### config.mk
export PLATFORM = sky130hd
export DESIGN_NAME = seg_scan_driver
export DESIGN_NICKNAME = d
export VERILOG_FILES = /design/src/rtl/seg_pkg.sv /design/src/rtl/seg_decode.sv /design/src/rtl/seg_scan_driver.sv
export SDC_FILE = /design/constraint.sdc
export NUM_CORES = 1
export LEC_CHECK = 0
export ABC_AREA = 1
export BUFFER_PORTS_ARGS = -buffer_cell sky130_fd_sc_hd__buf_2
export CORE_MARGIN = 1
export CORE_UTILIZATION = 40
export CTS_BUF_LIST = sky130_fd_sc_hd__clkbuf_4 sky130_fd_sc_hd__clkbuf_8
export DETAILED_ROUTE_END_ITERATION = 12
export HOLD_SLACK_MARGIN = 0.02
export SYNTH_ARGS = -nofsm -noshare
export SYNTH_HDL_FRONTEND = slang
export SYNTH_HIERARCHICAL = 1
export SYNTH_SLANG_ARGS = --single-unit
### constraint.sdc
create_clock -name clk -period 4.1 [get_ports clk]
set_clock_uncertainty 0.05 [all_clocks]
set_input_delay 0.615 -clock clk [delete_from_list [all_inputs] [get_ports clk]]
set_output_delay 0.615 -clock clk [all_outputs]
set_load 0.005 [all_outputs]
### src/rtl/seg_pkg.sv
// Shared constants and types for the seven-segment scan driver.
// Segment patterns are active-low {g, f, e, d, c, b, a} for a common-anode display.
package seg_pkg;

    localparam logic [7:0] SEG_BLANK = 8'hFF;
    localparam logic [6:0] SEG_DASH  = 7'b0111111;

    localparam logic [6:0] SEG_0 = 7'b1000000;
    localparam logic [6:0] SEG_1 = 7'b1111001;
    localparam logic [6:0] SEG_2 = 7'b0100100;
    localparam logic [6:0] SEG_3 = 7'b0110000;
    localparam logic [6:0] SEG_4 = 7'b0011001;
    localparam logic [6:0] SEG_5 = 7'b0010010;
    localparam logic [6:0] SEG_6 = 7'b0000010;
    localparam logic [6:0] SEG_7 = 7'b1111000;
    localparam logic [6:0] SEG_8 = 7'b0000000;
    localparam logic [6:0] SEG_9 = 7'b0010000;

    typedef logic [1:0] digit_idx_t;

endpackage

### src/rtl/seg_decode.sv
// Combinational BCD to seven-segment decode.
// Non-decimal codes (A-F) render as a dash.
module seg_decode
    import seg_pkg::*;
(
    input  logic [3:0] bcd,
    output logic [6:0] seg
);

    always_comb begin
        seg = SEG_DASH;
        case (bcd)
            4'd0:    seg = SEG_0;
            4'd1:    seg = SEG_1;
            4'd2:    seg = SEG_2;
            4'd3:    seg = SEG_3;
            4'd4:    seg = SEG_4;
            4'd5:    seg = SEG_5;
            4'd6:    seg = SEG_6;
            4'd7:    seg = SEG_7;
            4'd8:    seg = SEG_8;
            4'd9:    seg = SEG_9;
            default: seg = SEG_DASH;
        endcase
    end

endmodule

### src/rtl/seg_scan_driver.sv
// Four-digit multiplexed seven-segment driver with leading-zero blanking,
// decimal points, inter-digit dead time and tear-free frame-boundary updates.
module seg_scan_driver
    import seg_pkg::*;
#(
    parameter int DIGIT_TICKS = 200000,
    parameter int GAP_TICKS   = 2000,
    parameter bit LZB_EN      = 1'b1
) (
    input  logic        clk,
    input  logic        rst,
    input  logic        load,
    input  logic [15:0] bcd_in,
    input  logic [3:0]  dp_in,
    output logic [3:0]  sun,
    output logic [7:0]  seven,
    output logic        frame_tick
);

    localparam int CW = (DIGIT_TICKS > 1) ? $clog2(DIGIT_TICKS) : 1;
    localparam logic [CW-1:0] CNT_LAST = CW'(DIGIT_TICKS - 1);
    localparam logic [CW-1:0] CNT_GAP  = CW'(GAP_TICKS);

    logic [CW-1:0] cnt;
    digit_idx_t    idx;
    logic [15:0]   pend_bcd;
    logic [3:0]    pend_dp;
    logic          pend_v;
    logic [15:0]   disp_bcd;
    logic [3:0]    disp_dp;

    logic          slot_end;
    logic          boundary;
    logic [3:0]    blank_mask;
    logic          run_zero;
    logic [3:0]    cur_digit;
    logic [6:0]    cur_seg;

    assign slot_end  = (cnt == CNT_LAST);
    assign boundary  = slot_end && (idx == 2'd3);
    assign cur_digit = disp_bcd[{idx, 2'b00} +: 4];

    // Walk from the most significant digit down; blanking stops at the first nonzero code.
    always_comb begin
        run_zero   = 1'b1;
        blank_mask = '0;
        for (int k = 3; k >= 0; k--) begin
            run_zero      = run_zero & (disp_bcd[k*4 +: 4] == 4'd0);
            blank_mask[k] = LZB_EN && (k != 0) && run_zero;
        end
    end

    seg_decode u_decode (
        .bcd (cur_digit),
        .seg (cur_seg)
    );

    always_ff @(posedge clk or negedge rst) begin
        if (!rst) begin
            cnt        <= '0;
            idx        <= '0;
            pend_bcd   <= '0;
            pend_dp    <= '0;
            pend_v     <= 1'b0;
            disp_bcd   <= '0;
            disp_dp    <= '0;
            sun        <= 4'b1111;
            seven      <= SEG_BLANK;
            frame_tick <= 1'b0;
        end else begin
            cnt <= slot_end ? '0 : cnt + 1'b1;
            if (slot_end) begin
                idx <= idx + 2'd1;
            end

            // A load in the boundary cycle bypasses pending so it shows in the frame starting now.
            if (boundary) begin
                if (load) begin
                    disp_bcd <= bcd_in;
                    disp_dp  <= dp_in;
                end else if (pend_v) begin
                    disp_bcd <= pend_bcd;
                    disp_dp  <= pend_dp;
                end
                pend_v <= 1'b0;
            end else if (load) begin
                pend_bcd <= bcd_in;
                pend_dp  <= dp_in;
                pend_v   <= 1'b1;
            end

            frame_tick <= boundary;

            if ((cnt < CNT_GAP) || blank_mask[idx]) begin
                sun   <= 4'b1111;
                seven <= SEG_BLANK;
            end else begin
                sun   <= ~(4'b0001 << idx);
                seven <= {~disp_dp[idx], cur_seg};
            end
        end
    end

endmodule

## Word level (Yosys, flattened, before mapping)

Memory sizes are Yosys's and may differ from the RTL's.
Index checks and enable logic that the tools add are counted.

- Reduce and logical (&&, ||, !) cells: 9
- $lt $le $gt $ge: 2
- Mux-type cells: 13
- Equality and inequality tests: 2
- Bitwise gates (word level): 5
- $add $sub $neg: 2
- Shift operators: 2

Operators with widths:

| kind | count |
|---|---|
| 16-bit 2-to-1 mux | 2 |
| 18-bit by 1-bit adder with 18-bit output (second input constant) | 1 |
| 18-bit equality test (second input constant) | 1 |
| 18-bit by 11-bit less-than comparator with 1-bit output (second input constant) | 1 |
| 18-bit 2-to-1 mux | 1 |
| 16-bit by 5-bit indexed part select with 4-bit output | 1 |
| 4-bit logical NOT | 3 |
| 4-bit 2-to-1 mux | 3 |
| 8-bit 2-to-1 mux | 1 |
| 1-bit binary-select mux with 2-bit select | 2 |
| 1-bit 2-to-1 mux | 4 |
| 4-bit NOT | 1 |
| 2-bit AND reduction | 2 |
| 2-bit nonzero test | 2 |
| 1-bit by 2-bit << shifter with 4-bit output (first input constant) | 1 |
| 2-bit by 3-bit less-than comparator with 1-bit output (second input constant) | 1 |
| 2-bit by 1-bit adder with 2-bit output (second input constant) | 1 |
| 1-bit AND | 2 |
| 2-bit equality test (second input constant) | 1 |
| 1-bit NOT | 2 |
| 1-bit logical AND | 1 |
| 1-bit logical OR | 1 |

- Logic and storage cells: 46
- Memory bits (read-only): 112
- Output and inout bits: 13
- Memories kept: 1
- Bits in registers: 74

Memory list:

| memory | depth | width | read ports | clocked after Yosys merged registers in | write ports | line | RTL |
|---|---|---|---|---|---|---|---|
| (name not given) | 16 | 7 | 1 | 0 | 0 | seg_decode.sv:12 | `case (bcd)` |

## Logic depth before layout (Yosys ltp)

Gate-level depths: netlist of run 1.

- Word-level depth: 7
- Gate-level depth with buffers: 11

## Modules after synthesis

The synthesis of run 1 kept the hierarchy.

Modules (own cells, without submodules):

| module | times used | cells an instance | area each (um2) | seq. area each (um2) |
|---|---|---|---|---|
| seg_scan_driver | 1 | 429 | 3774.9 | 1866.8 |
| seg_decode | 1 | 35 | 187.7 | 0.0 |

## Worst setup path before layout of run 1

No wires, ideal clock.

- Path type: reg-to-reg
- From: reg idx[0]
- To: reg seven[3]
- Data arrival time: 1.787 ns
- Buffers on the path: 1
- Setup time: 0.093 ns
- Slack: 2.170 ns
- Required time: 3.957 ns
- Cell stages (with the launch flop): 11
- Period minus slack after synthesis: 1.930 ns
- Cell sequence: dfrtp_1 -> inv_1 -> clkbuf_1 -> o21ai_0 -> o22ai_1 -> inv_1 -> ha_1 -> nand2_1 -> nand3_1 -> nand2_1 -> nand3b_1

RTL lines:

| item | line | RTL |
|---|---|---|
| from (decl) | seg_scan_driver.sv:25 | `digit_idx_t idx;` |
| from (signal assigned) | seg_scan_driver.sv:73 | `idx <= idx + 2'd1;` |
| 16-bit by 5-bit indexed part select with 4-bit output | seg_scan_driver.sv:41 | `assign cur_digit = disp_bcd[{idx, 2'b00} +: 4];` |
| via cur_digit[0] | seg_scan_driver.sv:36 | `logic [3:0] cur_digit;` |
| memory 16 x 7 bit | - |  |
| via cur_seg[3] | seg_scan_driver.sv:37 | `logic [6:0] cur_seg;` |
| 8-bit 2-to-1 mux | seg_scan_driver.sv:94 | `if ((cnt < CNT_GAP) \|\| blank_mask[idx]) begin` |
| to (signal assigned) | seg_scan_driver.sv:99 | `seven <= {~disp_dp[idx], cur_seg};` |
| to (decl) | seg_scan_driver.sv:16 | `output logic [7:0] seven,` |

The timed path passes the listed nets, and every way through them passes these cells. The select of a mux whose other input is x is not followed.
A chain may end at the register's enable or synchronous reset.

## Final worst setup path of run 1

Ends and elaborated chain as after synthesis.

==> run summary, run 1 <==
clock buffer depth: 2
Distinct cells, synth: 32
#FFs+latches synth: 74
final WL: 7954 um
CTS resizes: 0
CP Capture Type: flop
Cell Area, Placed: 4169 um2
final setup fails: 0
clk root buf: clkbuf_8
Antenna Nets Post-Route: 0
CP max-delay cell: dfrtp_1
Pre-antenna DRT Iters: 4
gpl congestion: 0.8137
fraction of layout cells with a size suffix above 1: 21.41%
Net Count, Synth: 497
max-cap check violation count: 0
startpoint types: flop
Crit Path Class: reg -> reg
worst vdd ir: 0.2327 mV
run status: completed
input/output buffers: 35
crit path buf inv count: 2
Skew-Pair Late Insertion Delay: 0.35 ns
Post-Layout Cell Count: 624
H-tree depth: 3
Slew HR: 38.85%
row count: 35
crit path DAT: 2.42 ns
Die Span Y: 101.5 um
largest net degree at the start of global routing: 75
Tcrit/Tclk final: 54.38%
Ant. Diodes: 0
final hold vios: 0
Synth Warn #: 6
Post-CTS Hold Fix Bufs: 0
wire length per cell: 12.75 um
RSZ-0062 raised after global routing: false
Core ar.: 9415 um2
Tot GR Track Use: 17.46%
Die Span X: 101.5 um
dpl cells: 609
cell taking the most area after synthesis: dfrtp_1
# IOs: 36
First DRT Iteration DRCs: 126
Layout area overhead: 10.07%
CTS Sinks: 74
CP max stage delay: 0.53 ns
Mapped Cells: 464
post-CTS setup repair buffer count: 0
CTS Buf Count: 9
Crit path max-delay family: flip-flops
cells taking the most area after synthesis: dfrtp_1 (39%), nand2_1 (13%), dfstp_2 (8.0%)
vias per cell: 4.899
number of global-route vias before repair: 2883
worst slew pin tran: 0.9172 ns
TritonCTS clock tree: built
cell area after synthesis: 3963 um2
PwrDens: 319.1 nW/um2
fmax: 0.4485 GHz
Lkg Pwr: 2.167 nW
post-route cell area: 4362 um2
total gr overflow: 0
# DRC: 0
WHS: 0.3468 ns
initial antenna violation count: 0
first-pass GRT wire length: 13990 um
hpwl dp: 5590 um
total negative slack: 0 ns
count of pins over their slew limit: 0
Vias: 3057
fin nets: 524
worst hold path class: in -> async
Die Area: 10310 um2
initial core utilization: 42.09%
crit-path cells: inv_1 -> o21ai_0 -> o22ai_1 -> inv_1 -> ha_1 -> nand2_1 -> nand3_1 -> nand2_1 -> nand3b_1
final period demand of the worst path: 2.230 ns
Seq/Total Area, Yosys: 47.11%
CP Max Fanout: 14
clock slew at reported path FFs: 0.07 ns
Avg Cell Area, Syn: 8.540 um2
Data required, critical path: 4.29 ns
top-area cell type share of the netlist area: 39.15%
[flip-flops by register name (all words and copies together) (netlist names)]
signal      cells
disp_bcd       16
cnt            18
pend_dp         4
pend_v          1
disp_dp         4
frame_tick      1
pend_bcd       16
sun             4
idx             2
seven           8
[final cells by class]
cell class                 count  area [um2]
clock buffer                  10       137.6
clock inverter                 5       55.05
fill                         943        5054
inverter                      41       153.9
multi-input combinational    328        1794
sequential                    74        1867
tap                          129       161.4
timing repair buffer          37       192.7
[synth_stat cells, drive strengths merged]
library cell,number
o21bai,2
dfstp,12
buf,18
o21ai,16
ha,10
o22ai,5
clkbuf,3
dfrtp,62
nor4,1
mux2,20
xor2,6
nor3,7
nand2,138
nor2,40
or2,3
nand3,42
nand4,24
o211ai,2
inv,41
nand3b,9
a21oi,3
[worst reg2reg max path: cells and delay by family (launching register included)]
family,cells,cell delay [ns]
buffers and inverters,2,0.50
and+or+nand+nor,4,0.35
adders and majority gates,1,0.31
AOI/OAI and AO/OA,2,0.38
DFF,1,0.53
[final timing paths]
check | startpoint | end | slack [ns] | cells after the start
setup / recovery | idx[0]$_DFFE_PN0N_ | seven[3]$_DFF_PN1_ | 1.87 | 9
hold / removal | rst | cnt[15]$_DFF_PN0_ | 0.35 | 1
setup reg to reg | idx[0]$_DFFE_PN0N_ | seven[3]$_DFF_PN1_ | 1.87 | 9
hold reg to reg | pend_bcd[8]$_DFFE_PN0P_ | pend_bcd[8]$_DFFE_PN0P_ | 0.42 | 2
max in group asynchronous | rst | disp_bcd[7]$_DFFE_PN0P_ | 3.06 | 1
min in group clk | pend_bcd[8]$_DFFE_PN0P_ | pend_bcd[8]$_DFFE_PN0P_ | 0.42 | 2
[power breakdown]
part           internal [W]  switching [W]  total [W]
registers          0.000747     0.00000838   0.000756
logic             0.0000340      0.0000458  0.0000797
clock network      0.000292       0.000265   0.000556
[through the flow]
stage | power, W | setup slack [ns] | utilization [%]
floorplan | 0.0008155 | 2.170 | -
global placement | 0.0008477 | 1.780 | 44.28
detailed placement | 0.0008495 | 1.710 | 44.28
CTS | 0.001413 | 1.867 | 46.33
global route | 0.001456 | 1.680 | 46.33
finish | 0.001392 | 1.870 | 46.33
[placed cells by master (no fill, tap or decap), types with 12 or more instances in the layout]
| cell | n |
|---|---|
| dfrtp_1 | 62 |
| inv_1 | 35 |
| nor2_1 | 35 |
| o21ai_0 | 16 |
| mux2_2 | 20 |
| nand2_1 | 134 |
| nand3_1 | 39 |
| dfstp_2 | 12 |
| nand4_1 | 22 |
| buf_2 | 34 |
[cell families (layout without fill, tap and decap cells)]
family | count (synthesis) | count (layout) | share of synthesized area (%)
AOI/OAI and AO/OA | 28 | 28 | 3.947
DFF | 74 | 74 | 47.11
muxes | 20 | 20 | 5.684
buffers and inverters | 62 | 93 | 7.610
adders and majority gates | 10 | 10 | 3.158
and+or+nand+nor | 264 | 264 | 31.17
xor gates and xnor gates | 6 | 6 | 1.326
[layer usage]
| layer | global-route usage [%] | vias up | share of wire (%) | wire length (um) |
|---|---|---|---|---|
| met3 | 5.107 | 5 | 4.5 | 355 |
| met1 | 24.65 | 1418 | 50 | 4005 |
| met2 | 26.20 | 65 | 44 | 3520 |
| met5 | 0 | - | 0 | 0 |
| li1 | - | 1569 | - | - |
| met4 | 4.459 | 0 | 0.91 | 72 |
Note: power is estimated with default switching activity, not from simulation.
==> run 2, diff against run 1 <==
==> constraint.sdc (replaced) <==
create_clock -name clk -period 2.2 [get_ports clk]
set_clock_uncertainty 0.05 [all_clocks]
set_input_delay 0.33 -clock clk [delete_from_list [all_inputs] [get_ports clk]]
set_output_delay 0.33 -clock clk [all_outputs]
set_load 0.005 [all_outputs]
==> run 2 against run 1 <==
Against the previous run: sequential power grew 87%; flip-flop and latch count unchanged; first-iteration DRC count up 28%; worst setup slack worse by 1.6 ns; non-clock buffer count up 10; utilization grew 1.1 points; via count is 2.4% higher; clock power up 98%; final cell count increased by 1.8%; critical path depth is the same; total power grew 91%; critical endpoint unchanged; largest power group unchanged.
==> run summary, run 2 (synthesis gave the netlist of run 1 again) <==
run status: completed
final hold vios: 0
hpwl dp: 5854 um
most flop-heavy register: cnt
worst setup slack after layout: 0.2456 ns
Antenna Nets Post-Route: 0
Data required, critical path: 2.39 ns
Worst Hold Path Cells: 3
final core occ: 47.46%
# fillers: 925
gpl congestion: 0.8833
post-CTS setup repair buffer count: 0
PwrDens: 596.3 nW/um2
Ant. Diodes: 0
Vias: 3130
Die Span X: 101.5 um
hold path start: bcd_in[8]
worst hold path class: in -> reg
Crit Reg-Reg Endpoint: seven[3]$_DFF_PN1_
CP max stage delay: 0.48 ns
# IOs: 36
max FFs per register: 18
First DRT Iteration DRCs: 161
CP max-delay cell: dfrtp_1
CTS Sinks: 74
max-cap check violation count: 0
fraction of layout cells with a size suffix above 1: 22.92%
final period demand of the worst path: 1.954 ns
Core ar.: 9415 um2
critical path's most frequent cell: nand2_1
most common cell after layout, fill and taps aside: nand2_1
Total Power: 0.002664 W
vias per cell: 4.929
Tcrit/Tclk final: 88.84%
Die Area: 10310 um2
input/output buffers: 35
Int Pwr: 0.002061 W
total negative slack: 0 ns
row count: 35
Tot GR Track Use: 17.96%
final WL: 8272 um
fmax: 0.5117 GHz
WHS: 0.1796 ns
r2r startpoint: idx[0]$_DFFE_PN0N_
Die Span Y: 101.5 um
combinational share of power: 5.9%
Hold EP: pend_bcd[8]$_DFFE_PN0P_
crit path DAT: 2.15 ns
Skew-Pair Late Insertion Delay: 0.34 ns
clk root buf: clkbuf_8
first-pass GRT wire length: 14530 um
RSZ-0062 raised after global routing: false
Worst R2R Setup Slack: 0.25 ns
most frequent cells in the layout: nand2_1 (134), dfrtp_1 (62), nand3_1 (39)
fin nets: 534
Slew HR: 64.26%
worst reg2reg path depth: 9
largest registers: cnt (18), disp_bcd (16), pend_bcd (16)
CTS Buf Count: 9
Clk pwr share: 41.2%
CP Capture Type: flop
H-tree depth: 3
number of global-route vias before repair: 3033
sequential cell fraction of total power: 52.9%
initial antenna violation count: 0
largest net degree at the start of global routing: 54
clock buffer depth: 2
final setup fails: 0
Crit Path Class: reg -> reg
crit-path cells: buf_4 -> nor2_1 -> o22ai_1 -> inv_1 -> ha_1 -> nand2_1 -> nand3_1 -> nand2_1 -> nand3b_1
wire length per cell: 13.03 um
Pre-antenna DRT Iters: 4
Layout area overhead: 12.76%
worst slew pin tran: 0.5360 ns
switching share of total power: 22.65%
Lkg Pwr: 2.230 nW
# DRC: 0
CP Max Fanout: 8
initial core utilization: 42.09%
TritonCTS clock tree: built
count of pins over their slew limit: 0
Sw Pwr: 0.0006035 W
worst vdd ir: 0.3691 mV
startpoint types: flop
worst slack, placed: 0.1913 ns
clock slew at reported path FFs: 0.08 ns
total gr overflow: 0
==> run 2: cell types whose count changed in the layout (fill, tap and decap cells not counted) <==
cell           change
buf_12             +1
buf_4              +8
clkbuf_4           +1
clkbuf_8           +1
clkinv_1           +1
clkinv_2           -2
clkinv_4           +1
clkinvlp_4         -1
dlygate4sd3_1      +1
inv_1              -1
inv_2              +1
==> run 2: power groups by stage <==
| stage | Clock, W | Combinational, W | Sequential [W] |
|---|---|---|---|
| 2_1_floorplan | 0 | 0.0000893 | 0.00143 |
| 3_3_place_gp | 0 | 0.000155 | 0.00143 |
| 3_5_place_dp | 0 | 0.000157 | 0.00143 |
| 4_1_cts | 0.00115 | 0.000160 | 0.00141 |
| 5_1_grt | 0.00120 | 0.000180 | 0.00141 |
| 6_report | 0.00110 | 0.000157 | 0.00141 |
==> run 2: metal layers <==
metal  vias up  GRT usage [%]  routed length, um
met2        79          26.98               3708
met1      1459          25.70               4125
met4         0          4.348                 50
met3         6          4.831                388
met5         -              0                  0
li1       1586              -                  -
==> run 2: worst max path at each step <==
stage,startpoint,to,slack (ns)
2_1_floorplan,idx[0]$_DFFE_PN0N_,seven[3]$_DFF_PN1_,0.27
3_3_place_gp,idx[1]$_DFFE_PN0N_,seven[3]$_DFF_PN1_,0.30
3_5_place_dp,idx[1]$_DFFE_PN0N_,seven[3]$_DFF_PN1_,0.19
4_1_cts,idx[1]$_DFFE_PN0N_,seven[3]$_DFF_PN1_,0.17
5_1_grt,idx[0]$_DFFE_PN0N_,seven[3]$_DFF_PN1_,0.05
6_report,idx[0]$_DFFE_PN0N_,seven[3]$_DFF_PN1_,0.25
==> run 2: area by class of cell <==
class / instances / area, um2 / share of cell area, %
inverters: 41 / 153.9 / 3.444
well taps: 129 / 161.4 / 3.612
repair buffers: 47 / 282.8 / 6.329
multi-input cells: 328 / 1794 / 40.16
clock inverters: 4 / 50.05 / 1.120
flip-flops and latches: 74 / 1867 / 41.78
clock buffers: 12 / 158.9 / 3.556
==> run 2: critical path, delay by kind of cell, from the launching register on <==
| kind | cells | cell delay (ns) |
|---|---|---|
| DFF | 1 | 0.48 |
| and+or+nand+nor | 5 | 0.45 |
| buffers and inverters | 2 | 0.36 |
| adders and majority gates | 1 | 0.31 |
| AOI/OAI and AO/OA | 1 | 0.22 |
==> run 2: through the flow <==
stage          instance area, um2  cells
6_report                     4468    635
2_1_floorplan                3963    464
4_1_cts                      4468    635
5_1_grt                      4468    635
3_5_place_dp                 4249    618
3_3_place_gp                 4249    618
==> run 2: timing repair <==
item / 4_1_cts / 5_1_grt
setup endpoints to repair: 0 / 1
resized for setup: 0 / 1
hold buffers: 1 / 0
endpoints found under the hold margin: 21 / 0
